## src/rtl/pipe_pkg.sv

```systemverilog
// pipe_reg shared definitions.
// Default geometry, counter width and OCC width helper.
package pipe_pkg;

  localparam int PIPE_WIDTH_DEF = 20;
  localparam int PIPE_DEPTH_DEF = 2;
  localparam int PIPE_CNT_W     = 32;

  function automatic int occ_w(input int depth);
    return (depth < 1) ? 1 : $clog2(depth + 1);
  endfunction

endpackage

```

## src/rtl/pipe_if.sv

```systemverilog
// pipe_reg valid/ready channel.
// master drives data/valid, slave drives ready.
interface pipe_if
  import pipe_pkg::*;
#(
  parameter int WIDTH = PIPE_WIDTH_DEF
);

  logic [WIDTH-1:0] data;
  logic             valid;
  logic             ready;

  modport master (
    output data,
    output valid,
    input  ready
  );

  modport slave (
    input  data,
    input  valid,
    output ready
  );

endinterface

```

## src/rtl/pipe_stage.sv

```systemverilog
// pipe_reg single register slice.
// Loads when empty or when downstream drains.
module pipe_stage
  import pipe_pkg::*;
#(
  parameter int WIDTH = PIPE_WIDTH_DEF
) (
  input  logic             clk,
  input  logic             rst_n,
  input  logic             clr,
  input  logic [WIDTH-1:0] in_d,
  input  logic             in_v,
  input  logic             rdy_nxt,
  output logic [WIDTH-1:0] d,
  output logic             v,
  output logic             rdy
);

  assign rdy = !v || rdy_nxt;

  // slice register: load on rdy, clear valid on flush
  always_ff @(posedge clk or negedge rst_n) begin
    if (!rst_n) begin
      d <= '0;
      v <= 1'b0;
    end else begin
      if (rdy) d <= in_d;
      if (clr)      v <= 1'b0;
      else if (rdy) v <= in_v;
    end
  end

endmodule

```

## src/rtl/pipe_reg.sv

```systemverilog
// pipe_reg: elastic valid/ready pipeline of DEPTH slices.
// Define PIPE_STATS_EN to build the output transfer counter.
module pipe_reg
  import pipe_pkg::*;
#(
  parameter int WIDTH = PIPE_WIDTH_DEF,
  parameter int DEPTH = PIPE_DEPTH_DEF
) (
  input  logic                    clk,
  input  logic                    rst_n,
  input  logic                    flush,
  pipe_if.slave                   a,
  pipe_if.master                  y,
  output logic [occ_w(DEPTH)-1:0] occ,
  output logic [PIPE_CNT_W-1:0]   xfer_cnt
);

  localparam int OCC_W = occ_w(DEPTH);

  if (DEPTH == 0) begin : g_wire
    assign y.data  = a.data;
    assign y.valid = a.valid;
    assign a.ready = y.ready;
    assign occ     = '0;
  end else begin : g_pipe
    logic [WIDTH-1:0] d [DEPTH];
    logic [DEPTH-1:0] v;
    logic [DEPTH-1:0] rdy;

    for (genvar i = 0; i < DEPTH; i++) begin : g_stg
      logic [WIDTH-1:0] in_d;
      logic             in_v;
      logic             rdy_n;

      if (i == 0) begin : g_head
        assign in_d = a.data;
        assign in_v = a.valid;
      end else begin : g_body
        assign in_d = d[i-1];
        assign in_v = v[i-1];
      end

      // downstream can take a word unless every later slice is full and stalled
      if (i == DEPTH - 1) begin : g_last
        assign rdy_n = y.ready;
      end else begin : g_mid
        assign rdy_n = y.ready || !(&v[DEPTH-1:i+1]);
      end

      pipe_stage #(
        .WIDTH(WIDTH)
      ) u_stg (
        .clk    (clk),
        .rst_n  (rst_n),
        .clr    (flush),
        .in_d   (in_d),
        .in_v   (in_v),
        .rdy_nxt(rdy_n),
        .d      (d[i]),
        .v      (v[i]),
        .rdy    (rdy[i])
      );
    end

    assign a.ready = rst_n && !flush && rdy[0];
    assign y.data  = d[DEPTH-1];
    assign y.valid = v[DEPTH-1];

    // occupancy is a popcount of the valid flops only
    always_comb begin
      occ = '0;
      for (int i = 0; i < DEPTH; i++) begin
        occ = occ + OCC_W'(v[i]);
      end
    end
  end

`ifdef PIPE_STATS_EN
  logic [PIPE_CNT_W-1:0] cnt_q;

  // output transfer counter, wraps, immune to flush
  always_ff @(posedge clk or negedge rst_n) begin
    if (!rst_n) begin
      cnt_q <= '0;
    end else if (y.valid && y.ready) begin
      cnt_q <= cnt_q + PIPE_CNT_W'(1);
    end
  end

  assign xfer_cnt = cnt_q;
`else
  assign xfer_cnt = '0;
`endif

endmodule

```

## src/flat_wrapper.sv

```systemverilog
// flat-port wrapper written by rule: the top's interface ports become plain ports
module pipe_reg_flat import pipe_pkg::*;
#(
  parameter int WIDTH = PIPE_WIDTH_DEF,
  parameter int DEPTH = PIPE_DEPTH_DEF
)
  (clk, rst_n, flush, occ, xfer_cnt, a_data, a_valid, a_ready, y_data, y_valid, y_ready);
  pipe_if #(.WIDTH(WIDTH)) a_i ();
  pipe_if #(.WIDTH(WIDTH)) y_i ();
  input  logic clk;
  input  logic rst_n;
  input  logic flush;
  output logic [occ_w(DEPTH)-1:0] occ;
  output logic [PIPE_CNT_W-1:0] xfer_cnt;
  input wire logic [$bits(a_i.data)-1:0] a_data;
  input wire logic [$bits(a_i.valid)-1:0] a_valid;
  output wire logic [$bits(a_i.ready)-1:0] a_ready;
  output wire logic [$bits(y_i.data)-1:0] y_data;
  output wire logic [$bits(y_i.valid)-1:0] y_valid;
  input wire logic [$bits(y_i.ready)-1:0] y_ready;
  assign a_i.data = a_data;
  assign a_i.valid = a_valid;
  assign a_ready = a_i.ready;
  assign y_data = y_i.data;
  assign y_valid = y_i.valid;
  assign y_i.ready = y_ready;
  pipe_reg #(.WIDTH(WIDTH), .DEPTH(DEPTH)) u_core (.clk(clk), .rst_n(rst_n), .flush(flush), .a(a_i), .y(y_i), .occ(occ), .xfer_cnt(xfer_cnt));
endmodule
```

## config.mk

```make
export PLATFORM = sky130hd
export DESIGN_NAME = pipe_reg_flat
export DESIGN_NICKNAME = d
export VERILOG_FILES = /design/src/rtl/pipe_pkg.sv /design/src/rtl/pipe_if.sv /design/src/rtl/pipe_stage.sv /design/src/rtl/pipe_reg.sv /design/src/flat_wrapper.sv
export SDC_FILE = /design/constraint.sdc
export NUM_CORES = 1
export LEC_CHECK = 0
export BUFFER_PORTS_ARGS = -buffer_cell sky130_fd_sc_hd__buf_2
export CAP_MARGIN = 20
export CORE_MARGIN = 2
export CORE_UTILIZATION = 43
export DETAILED_ROUTE_END_ITERATION = 7
export GPL_ROUTABILITY_DRIVEN = 0
export PLACE_DENSITY = 0.75
export SLEW_MARGIN = 0
export SYNTH_ARGS = -nofsm -noshare
export SYNTH_HDL_FRONTEND = slang
export SYNTH_HIERARCHICAL = 1
export SYNTH_SLANG_ARGS = --single-unit
export TNS_END_PERCENT = 5
```

## constraint.sdc

```tcl
create_clock -name clk -period 1.2 [get_ports clk]
set_input_delay 0.24 -clock clk [delete_from_list [all_inputs] [get_ports clk]]
set_output_delay 0.24 -clock clk [all_outputs]
set_load 0.02 [all_outputs]
```

# ---- Word level (Yosys, flattened, before mapping)
# Cells that the tools add are included.
dict set report totals {
  regBits 42
  word_cells 18
  inputBits 25
}
dict set report classes {
  mux 4
  n_reduce_logical 9
  n_addsub 1
}
# operator count
set ops {}
lappend ops {{2-to-1 mux 1 bit} 4}
lappend ops {{nonzero test 2 bit} 2}
lappend ops {{zero test 1 bit} 3}
lappend ops {{adder 1 x 1 -> 2 bit} 1}
lappend ops {{logical AND 1 bit} 2}
lappend ops {{logical OR 1 bit} 2}

# ---- Longest topological paths before layout
dict set report depth {
  word_depth 5
  ltp_mapped 4
}

# ---- Modules after synthesis
# Netlist, hierarchy kept.
# mod cells_each area_each_um2 instances
set by_module_without_submodules {}
lappend by_module_without_submodules {pipe_stage 46 863.3 2}
lappend by_module_without_submodules {pipe_reg 36 271.5 1}

# ---- Worst setup path after synthesis
# Ideal clock, no wire load.
dict set report synth_timing {
  path_type {flip-flop to output port}
  start {register u_core.g_pipe.g_stg[1].u_stg.v}
  end {output port a_ready}
  path_buffers 1
  arrival_ns 1.162
  slack_ns -0.202
  t_required_ns 0.960
  path_stages_with_launch 5
  cell_sequence {dfrtp_1 -> nand2b_1 -> nand2b_4 -> buf_6 -> and3b_1}
}
dict set report synth_between {
  elab_chain_len 4
}
# item line_no
set synth_rtl {}
lappend synth_rtl {{from (decl)} pipe_stage.sv:15} ;# output logic v,
lappend synth_rtl {{from (signal assigned)} pipe_stage.sv:29} ;# else if (rdy) v <= in_v;
lappend synth_rtl {{zero test 1 bit} pipe_reg.sv:47} ;# assign rdy_n = y.ready || !(&v[DEPTH-1:i+1]);
lappend synth_rtl {{logical OR 1 bit} pipe_reg.sv:47}
lappend synth_rtl {{net u_core.g_pipe.g_stg[0].rdy_n} pipe_reg.sv:33} ;# logic rdy_n;
lappend synth_rtl {{logical OR 1 bit} pipe_stage.sv:19} ;# assign rdy = !v || rdy_nxt;
lappend synth_rtl {{net u_core.g_pipe.rdy[0]} pipe_reg.sv:28} ;# logic [DEPTH-1:0] rdy;
lappend synth_rtl {{logical AND 1 bit} pipe_reg.sv:65} ;# assign a.ready = rst_n && !flush && rdy[0];
lappend synth_rtl {{to (decl)} flat_wrapper.sv:17} ;# output wire logic [$bits(a_i.ready)-1:0] a_ready;
# The timed path passes the listed nets, and every way through them passes these cells.

# ---- Final worst setup path
dict set report layout_timing {
  start {register u_core.g_pipe.g_stg[1].u_stg.v}
  end {output port occ[0]}
}
dict set report layout_between {
  elab_chain_len 1
}
# item line_no
set layout_rtl {}
lappend layout_rtl {{adder 1 x 1 -> 2 bit} pipe_reg.sv:73} ;# occ = occ + OCC_W'(v[i]);
lappend layout_rtl {{to (decl)} flat_wrapper.sv:13} ;# output logic [occ_w(DEPTH)-1:0] occ;
# Every way passes these cells.

==> results_dict.tcl <==
set metrics [dict create \
    outcome "finished with violations" \
    failed_checks "negative setup slack" \
    antenna_left 0 \
    post-route-min-period_ps 1422 \
    worst_slack_ps -221.6 \
    synth_area_sq_mm 0.001998 \
    nNetsFinal 212 \
    min_path_type "input port to asynchronous set/reset pin" \
    die_area_sq_mm 0.005209 \
    seq_area_frac_synth 0.5260 \
    numClockSinks 42 \
    placed_cell_area_sq_mm 0.002240 \
    fin_cells 239 \
    fin_area_sq_mm 0.002395 \
    diodes 0 \
    hold_ws_ps 34.80 \
    die_x_microns 72.17 \
    netlist_top_cells_area "dfrtp_1 53%, mux2_4 27%, buf_4 12%, buf_6 2.3%, mux2_2 2.3%" \
    path_cells "buf_6 -> ha_4 -> buf_6" \
    multi_input_area_sq_um 784.5 \
    via_per_inst 4.268 \
    final_cell_mix "45 x buf_2, 41 x dfrtp_1, 36 x mux2_4" \
    antenna_found_initial 0 \
    io_buffer_count 48 \
    crit_path_end_kind "primary output" \
    cts_tree "done" \
    wl_per_cell_microns 13.44 \
    max_slew_margin 0.6555 \
    hpwl_microns 2265 \
    synth_cell_types 12 \
    final_hold_viol_count 0 \
    ys_ff_latch 42 \
    cp.arrival_ps 1180 \
    cp.required_ps 960 \
    worst_clock_skew_ps 5.253 \
    syn_to_final_growth_pct 19.85 \
    cp_common_cell "buf_6" \
    syn_inst 128 \
    worst_pin_slew_ps 516.8 \
    grt_pass1_wl_microns 5313 \
    setup_tns_ps -2583 \
    ff2ff_path_depth 5 \
    cts_buffers 5 \
    drt_iter0_markers 29 \
    fp.coreArea_sq_mm 0.004414 \
    grt_util_all_layers 0.1365 \
    drt_pass1_iterations 2 \
    yosysWarnings 6 \
    cap_violations 0 \
    fmax_ghz 0.7034 \
    die_h_microns 72.17 \
    drc 0 \
    io_pins 81 \
    initial_core_util 0.4527 \
    powerDensity_mw_per_mm2 1336 \
    cts_max_path_buffers 2 \
    crit_start "u_core/g_pipe.g_stg[1].u_stg/v$_DFFE_PN0P_" \
    rrSetupSlack_ps -130 \
    clkPwrFrac 0.351 \
    startpoint_type "register" \
    p_leak_nw 1.315 \
    routed-via-count 1020 \
    p_switching_w 0.0008345 \
    final_common_cell "buf_2" \
    clockRootBuffer "clkbuf_8" \
    wirelength_microns 3212 \
    dp_cells 230 \
    finalSetupViolCount 42 \
    setup.worst_path.class "register to primary output" \
    cpPeakStageDelay_ps 410 \
    peakVddDrop_mv 0.7850 \
    synth.avg_cell_area_sq_um 15.61 \
    overflow 0 \
    endpoint "occ[0]" \
    cp_slowest_cell "dfrtp_2" \
    placementRows 24 \
    grt_pass1_vias 1036 \
    clk_pin_slew_ps 80 \
    grt_max_degree 43 \
    power.internal_w 0.002364 \
    timing.rr.end "u_core/g_pipe.g_stg[0].u_stg/d[15]$_DFFE_PN0P_" \
    critPathMaxFanout 3 \
    post_route_cells_drive_above_1_share 0.5829 \
    synth_top_area_frac 0.5260 \
    nFillCells 376 \
    combPwrFrac 0.160 \
    p_seq_frac 0.489 \
    yosys.area.top_type "dfrtp_1" \
    final-seq-area_sq_mm 0.001052 \
    rsz0062_at_grt "true" \
    period_share 1.185 \
    ctsHoldBuffers 0 \
    insertion_delay_ps 290 \
    cts-htree-levels 2 \
    report.final.slew_viol_count 0 \
    r2r_start "u_core/g_pipe.g_stg[1].u_stg/v$_DFFE_PN0P_" \
    p_sw_frac 0.2609 \
]
-- timing repair --
item,CTS,global route
resized for setup,8,0
setup endpoints to repair,30,43
pin swaps,0,0
buffers inserted,1,0
-- worst min-delay path by stage --
stage          start                                             end  cells past startpoint  slack [ps]
2_1_floorplan  rst_n   u_core/g_pipe.g_stg[0].u_stg/d[0]$_DFFE_PN0P_                      0         -60
3_3_place_gp   rst_n  u_core/g_pipe.g_stg[0].u_stg/d[16]$_DFFE_PN0P_                      2         370
3_5_place_dp   rst_n      u_core/g_pipe.g_stg[0].u_stg/v$_DFFE_PN0P_                      2         380
4_1_cts        rst_n   u_core/g_pipe.g_stg[0].u_stg/d[7]$_DFFE_PN0P_                      2          60
5_1_grt        rst_n   u_core/g_pipe.g_stg[0].u_stg/d[3]$_DFFE_PN0P_                      2          80
6_report       rst_n      u_core/g_pipe.g_stg[0].u_stg/v$_DFFE_PN0P_                      2          30
-- worst max-delay path, delay by kind of cell (launching register included) --
family	cells	cell delay [ps]
DFF	1	410
adders and majority gates	1	250
buffers and inverters	2	230
-- metal layers --
layer  GRT usage  up-vias  share of wire
met5           0        -              0
met2      0.2049       48           0.45
met1      0.1823      493           0.46
li1            -      475              -
met3     0.06111        4          0.082
met4     0.03145        0         0.0059
-- synthesized netlist by cell type --
master    count
dfrtp_1      42
mux2_4       36
a21oi_1       2
buf_4        32
and3b_1       1
nand2b_4      2
inv_1         2
buf_6         4
mux2_2        4
nand2b_1      1
ha_1          1
conb_1        1
-- metrics by stage --
stage	worst slack (ps)	utilization	power, W
global placement	-31.30	0.5074	0.002082
CTS	-232.8	0.5425	0.003238
global route	-278.9	0.5425	0.003357
floorplan	-119.7	-	0.002003
finish	-221.6	0.5425	0.003199
detailed placement	-26.54	0.5074	0.002094
-- power by group through the flow --
stage	sequential [W]	clock, W	combinational, W
global placement	0.00159	0	0.000493
CTS	0.00157	0.00115	0.000516
global route	0.00158	0.00123	0.000548
floorplan	0.00165	0	0.000349
finish	0.00157	0.00112	0.000511
detailed placement	0.00159	0	0.000501
-- kinds of logic after synthesis --
kind of cell | synth area share
DFF | 0.5260
muxes | 0.2930
buffers and inverters | 0.1465
and+or+nand+nor | 0.02129
AOI/OAI and AO/OA | 0.005010
adders and majority gates | 0.006261
other | 0.001877
-- cell type report --
class                           count  share of cell area
Timing Repair Buffer               56              0.1557
Clock inverter                      3             0.01829
Sequential cell                    42              0.4394
Clock buffer                        5             0.02874
Multi-Input combinational cell     79              0.3276
Tap cell                           52             0.02717
Inverter                            2            0.003135
-- state kept, by name, indices dropped and copies added, names as in the netlist --
name	flops
u_core/g_pipe.g_stg.u_stg/v	2
u_core/g_pipe.g_stg.u_stg/d	40
(Power assumes the default switching activity.)
